**src/rtl/cache_mem_arbiter.sv**
```systemverilog
// rtl/cache_mem_arbiter.sv - shares one line-wide memory port between ICache and DCache refills
module cache_mem_arbiter #(
  parameter int ADDR_W      = 32,
  parameter int LINE_W      = 128,
  parameter int DCACHE_PRIO = 1
) (
  input  logic              clk,
  input  logic              rst,
  input  logic              i_req,
  input  logic [ADDR_W-1:0] i_addr,
  output logic              i_ready,
  output logic              i_rvalid,
  output logic [LINE_W-1:0] i_rdata,
  input  logic              d_req,
  input  logic              d_we,
  input  logic [ADDR_W-1:0] d_addr,
  input  logic [LINE_W-1:0] d_wdata,
  output logic              d_ready,
  output logic              d_rvalid,
  output logic [LINE_W-1:0] d_rdata,
  output logic              mem_req,
  output logic              mem_we,
  output logic [ADDR_W-1:0] mem_addr,
  output logic [LINE_W-1:0] mem_wdata,
  input  logic              mem_ack,
  input  logic [LINE_W-1:0] mem_rdata
);

  typedef enum logic [2:0] {IDLE, BUSY_I, BUSY_D, DONE_I, DONE_D} state_t;

  state_t            state_q;
  logic              last_d_q;   // 1: the most recent grant went to the DCache
  logic              mem_req_q;
  logic              mem_we_q;
  logic [ADDR_W-1:0] mem_addr_q;
  logic [LINE_W-1:0] mem_wdata_q;
  logic [LINE_W-1:0] i_rdata_q;
  logic [LINE_W-1:0] d_rdata_q;
  logic              i_rvalid_q;
  logic              d_rvalid_q;
  logic              grant_i;
  logic              grant_d;
  logic              idle;

  // Pick the winner among current requesters; on a tie either DCache always wins or the
  // requester that did not win last time does.
  always_comb begin
    grant_i = 1'b0;
    grant_d = 1'b0;
    if (d_req && i_req) begin
      if ((DCACHE_PRIO != 0) || !last_d_q) grant_d = 1'b1;
      else                                 grant_i = 1'b1;
    end else begin
      grant_d = d_req;
      grant_i = i_req;
    end
  end

  // Reset wins the edge, so no request may look accepted while it is asserted.
  assign idle    = (state_q == IDLE) && !rst;
  assign i_ready = idle && grant_i;
  assign d_ready = idle && grant_d;

  // Transaction FSM: latch the winner on grant, hold it on memory until ack, pulse rvalid once.
  always_ff @(posedge clk) begin
    if (rst) begin
      state_q     <= IDLE;
      last_d_q    <= 1'b0;
      mem_req_q   <= 1'b0;
      mem_we_q    <= 1'b0;
      mem_addr_q  <= '0;
      mem_wdata_q <= '0;
      i_rdata_q   <= '0;
      d_rdata_q   <= '0;
      i_rvalid_q  <= 1'b0;
      d_rvalid_q  <= 1'b0;
    end else begin
      case (state_q)
        IDLE: begin
          if (grant_d) begin
            mem_req_q   <= 1'b1;
            mem_we_q    <= d_we;
            mem_addr_q  <= d_addr;
            mem_wdata_q <= d_wdata;
            last_d_q    <= 1'b1;
            state_q     <= BUSY_D;
          end else if (grant_i) begin
            mem_req_q   <= 1'b1;
            mem_we_q    <= 1'b0;
            mem_addr_q  <= i_addr;
            last_d_q    <= 1'b0;
            state_q     <= BUSY_I;
          end
        end
        BUSY_I: begin
          if (mem_ack) begin
            i_rdata_q  <= mem_rdata;
            i_rvalid_q <= 1'b1;
            mem_req_q  <= 1'b0;
            state_q    <= DONE_I;
          end
        end
        BUSY_D: begin
          if (mem_ack) begin
            // A write completion carries no line, so the last read line is kept.
            if (!mem_we_q) d_rdata_q <= mem_rdata;
            d_rvalid_q <= 1'b1;
            mem_req_q  <= 1'b0;
            state_q    <= DONE_D;
          end
        end
        DONE_I: begin
          i_rvalid_q <= 1'b0;
          state_q    <= IDLE;
        end
        DONE_D: begin
          d_rvalid_q <= 1'b0;
          state_q    <= IDLE;
        end
        default: begin
          mem_req_q  <= 1'b0;
          i_rvalid_q <= 1'b0;
          d_rvalid_q <= 1'b0;
          state_q    <= IDLE;
        end
      endcase
    end
  end

  assign mem_req   = mem_req_q;
  assign mem_we    = mem_we_q;
  assign mem_addr  = mem_addr_q;
  assign mem_wdata = mem_wdata_q;
  assign i_rdata   = i_rdata_q;
  assign d_rdata   = d_rdata_q;
  assign i_rvalid  = i_rvalid_q;
  assign d_rvalid  = d_rvalid_q;

endmodule

```
**config.mk**
```make
export PLATFORM = sky130hd
export DESIGN_NAME = cache_mem_arbiter
export DESIGN_NICKNAME = d
export VERILOG_FILES = /design/src/rtl/cache_mem_arbiter.sv
export SDC_FILE = /design/constraint.sdc
export NUM_CORES = 1
export LEC_CHECK = 0
export CORE_AREA = 2 2 292 294
export DETAILED_ROUTE_END_ITERATION = 10
export DIE_AREA = 0 0 294 296
export GPL_TIMING_DRIVEN = 1
export PLACE_DENSITY = 0.49
export SETUP_SLACK_MARGIN = 0.05
export SLEW_MARGIN = 20
export SYNTH_ARGS = -nofsm -noshare
export SYNTH_HDL_FRONTEND = slang
export SYNTH_SLANG_ARGS = --single-unit
```
**constraint.sdc**
```tcl
create_clock -name clk -period 2 [get_ports clk]
set_clock_uncertainty 0.2 [all_clocks]
set_input_delay 0.2 -clock clk [delete_from_list [all_inputs] [get_ports clk]]
set_output_delay 0.2 -clock clk [all_outputs]
set_load 0.02 [all_outputs]
```
Yosys cells after proc, flatten, opt, wreduce, memory -nomap -nowiden

Cells that the tools add are included.

Flip-flop bits (word level): 423
Output and inout port bits: 422
Input bits: 326

Mux-type cells: 18
Equal/unequal tests: 8
Reductions and logical operators: 19
Bitwise operators: 4

Operators by type and width:

| operator           | count |
|---|---|
| $mux 32            | 2 |
| $mux 3             | 4 |
| $reduce_and 2->1   | 5 |
| $pmux 3 s3         | 1 |
| $reduce_and 3->1   | 3 |
| $mux 1             | 8 |
| $eq 3x2->1 const B | 2 |
| $reduce_or 3->1    | 2 |
| $logic_and 1x1->1  | 4 |
| $ne 2x2->1 const B | 2 |
| $not 1->1          | 4 |
| $pmux 1 s2         | 2 |
| $reduce_or 2->1    | 2 |
| $eq 3x1->1 const B | 1 |
| $eq 3x3->1 const B | 1 |
| $logic_not 3->1    | 1 |
| $ne 3x3->1 const B | 1 |
| $pmux 1 s3         | 1 |
| $ne 2x1->1 const B | 1 |
| $reduce_bool 2->1  | 1 |
| $logic_not 1->1    | 1 |

Logic depth before layout (Yosys ltp)

Depth in word-level cells: 5
Depth in mapped cells: 7
Depth with buffers taken out: 3

Worst setup path before layout

OpenSTA, ideal clock, no wires.

Path type: register to output
From: register state_q[1]
To: output d_ready
Data required time: 1.600 ns
Stages on the path, launching flop included: 5
Buffers on the path: 2
Data arrival time: 1.425 ns
Path slack: 0.175 ns
Path through: dfxtp_1 > buf_4 > or4b_4 > clkbuf_1 > nor2_1

Word-level cells in the longest chain between the ends: 3

Ends and longest elaborated chain:

| item                   | RTL line | text |
|---|---|---|
| start, declared        | 31       | `state_t state_q;` |
| start signal, assigned | 67       | `state_q <= IDLE;` |
| start signal, assigned | 86       | `state_q <= BUSY_D;` |
| start signal, assigned | 92       | `state_q <= BUSY_I;` |
| $logic_not 3->1        | n/a      |  |
| $logic_and 1x1->1      | 60       | `assign idle = (state_q == IDLE) && !rst;` |
| $logic_and 1x1->1      | 62       | `assign d_ready = idle && grant_d;` |
| end, declared          | 18       | `output logic d_ready,` |

No other way between the ends.

Final worst setup path

From: register state_q[0]
To: output d_ready

The elaborated chain is that of the path after synthesis.

==> results.sh <==
export IMPL_seq_area_frac_synth=0.536
export IMPL_ys_types=28
export IMPL_wl_met2_um=31000
export IMPL_synthSimpleGateAreaFrac=0.193
export IMPL_synth_commonest_cells="768 x nand2_1, 423 x dfxtp_1, 292 x a21oi_1"
export IMPL_die_w_um=294
export IMPL_cts_tree="done"
export IMPL_crit_type="register to output port"
export IMPL_path_cells="or4b_4 -> nor2_4 -> buf_12"
export IMPL_synth_net_count=2178
export IMPL_finalCriticalPeriod_ns=2.15
export IMPL_die_area_um2=87000
export IMPL_leakage_nw=12.2
export IMPL_synth_compound_area_frac=0.120
export IMPL_drive_above_1_share=0.0749
export IMPL_groute_usage_overall=0.141
export IMPL_cts_clk_slew_worst_paths_ns=0.06
export IMPL_timing_fmax_mhz=465
export IMPL_rsz0062_at_grt="yes"
export IMPL_drt_iter0_drc=506
export IMPL_gp_congestion=0.754
export IMPL_cts_sinks=423
export IMPL_synth_ff_type="dfxtp_1"
export IMPL_muxShareOfSynthArea=0.101
export IMPL_met1_length_um=27400
export IMPL_synth_xor_area_share=0
export IMPL_cts_max_level=2
export IMPL_dp_slack_ns=-0.0603
export IMPL_rows=107
export IMPL_core_um2=84200
export IMPL_fin_tns_setup_ns=-0.151
export IMPL_vias_per_cell=4.01
export IMPL_ys_top_cells_by_area="dfxtp_1 54%, nand2_1 18%, mux2i_1 10%"
export IMPL_maxCapViolations=0
export IMPL_hold_viol=0
export IMPL_setup_violations=1
export IMPL_synth_area_um2=15800
export IMPL_die_y_um=296
export IMPL_grt_max_degree=76
export IMPL_synth_top_family_by_area="simple AND/OR/NAND/NOR gates"
export IMPL_cpPeakStageDelay_ns=0.60
export IMPL_synthCells=1852
export IMPL_min_period_over_period=1.08
export IMPL_grt_pass1_vias=15544
export IMPL_yosys_area_share_adder=0
export IMPL_r2r_start="state_q[0]"
export IMPL_yosysWarnings=0
export IMPL_slew_violations=0
export IMPL_area_delta_synth_final_pct=77.9
export IMPL_synthArstFlopShare=0
export IMPL_synth_edff_count=0
export IMPL_pin_count=748
export IMPL_crit_slowest_cell="or4b_4"
export IMPL_route_detailed_drc=0
export IMPL_top_layer_used="met5"
export IMPL_num_vias=15708
export IMPL_avgSynthCellArea_um2=8.53
export IMPL_ys_seq_elements=423
export IMPL_utilization=0.334
export IMPL_cp_start_kind="register"
export IMPL_initial_utilization=0.187
export IMPL_required_ns=1.60
export IMPL_antenna_found_initial=8
export IMPL_yosysMostFrequentCell="nand2_1"
export IMPL_grt_overflow_total=0
export IMPL_holdCritStartpoint="mem_rdata[66]"
export IMPL_crit_fanout=3
export IMPL_clockRootBuffer="clkbuf_16"
export IMPL_wire_per_inst_um=16.8
export IMPL_cts_buffers=50
export IMPL_worst_pin_slew_ns=0.566
export IMPL_fin_ws_ns=-0.151
export IMPL_hpwl_um=48100
export IMPL_min_path_type="input pin to register"
export IMPL_nNetsFinal=3115
export IMPL_critPathArrivalTime_ns=1.75
export IMPL_end_kind="output port"
export IMPL_critPathLaunch="state_q[0]"
export IMPL_io_buffers=747
export IMPL_slew_headroom=0.623
export IMPL_peakVddDrop_mv=0.554
export IMPL_outcome="finished with violations"
export IMPL_ant_nets=0
export IMPL_clk_latency_ns=0.58
export IMPL_power_density_nw_per_um2=801
export IMPL_hold_ws_ns=0.0356
export IMPL_synth_top_area_cell="dfxtp_1"
export IMPL_met3_length_um=5920
export IMPL_clock_path_buffers=3
export IMPL_grt_pass1_wl_um=95800
export IMPL_first_pass_iters=4
export IMPL_synth_top_area_frac=0.536
export IMPL_wl_um=65900
export IMPL_violations="setup timing"
[final timing paths]
path | end | slack [ns] | cells after the start
max reg2reg | mem_wdata[0] | 0.13 | 5
min reg2reg | mem_wdata[15] | 0.25 | 2
min | i_rdata[66] | 0.04 | 3
max | d_ready | -0.15 | 3
[repair_timing]
| action | in CTS | in global routing |
|---|---|---|
| setup buffers | 1 | 1 |
| gates resized for setup | 419 | 11 |
| gates cloned | 0 | 1 |
| setup endpoints to repair | 410 | 26 |
| endpoints found under the hold margin | 280 | 0 |
| pin swaps | 3 | 1 |
| hold buffers | 199 | 0 |
[metal layers]
layer  GRT usage  vias to the layer above
li1            -                     7932
met1       0.168                     7155
met2       0.237                      516
met3      0.0520                       95
met4      0.0401                       10
met5           0                        -
[stage by stage]
step                      power (mW)  cell area [µm²]  std cells
final                           22.5            28100       3920
after CTS                       22.9            28000       3917
after detailed placement        13.5            24900       3625
after floorplan                 11.2            15800       1852
after global placement          13.5            24900       3625
after global routing            23.6            28100       3919
[kinds of logic after synthesis]
group | after synthesis
muxes | 160
buffers and inverters | 152
and+or+nand+nor | 787
DFF | 423
AOI/OAI and AO/OA | 330
[power breakdown]
part	internal (mW)	switching [mW]
logic	1.97	2.21
registers	8.91	0.235
clock network	5.48	3.72
[flip-flops by register name, summed over array words and instances (netlist names)]
register	count
mem_addr	32
i_rvalid	1
d_rdata	128
state_q	3
mem_req	1
i_rdata	128
d_rvalid	1
mem_wdata	128
mem_we	1
[placed cells by master, fill, tap and decap left out, types with 2 or more instances in the layout]
master / count
o21ai_0: 3
nand2_1: 768
clkinv_2: 4
mux2i_1: 160
a211oi_1: 3
dlygate4sd3_1: 199
clkbuf_16: 52
dfxtp_1: 421
nor2_1: 3
clkbuf_1: 14
a21oi_1: 292
clkinv_4: 3
a211oi_2: 29
nor4_1: 2
buf_12: 27
buf_6: 2
clkdlybuf4s50_1: 324
inv_1: 2
dlygate4sd2_1: 408
nand2b_1: 3
dlymetal6s2s_1: 10
buf_4: 61
clkbuf_8: 18
[critical path, delay by kind of cell (launching register included)]
kind                   cells  cell delay, ns
and+or+nand+nor            2            0.73
DFF                        1            0.34
buffers and inverters      1            0.12
[final cells by class]
cell class | count | area [µm²]
flip-flops and latches | 423 | 8470
fillers | 8894 | 56100
clock inverters | 9 | 85.1
inverters | 3 | 18.8
well taps | 1090 | 1360
diodes | 1 | 2.50
multi-input cells | 1277 | 6580
clock buffers | 83 | 1580
repair buffers | 1034 | 10000
Power figures use the tool's default switching activity.
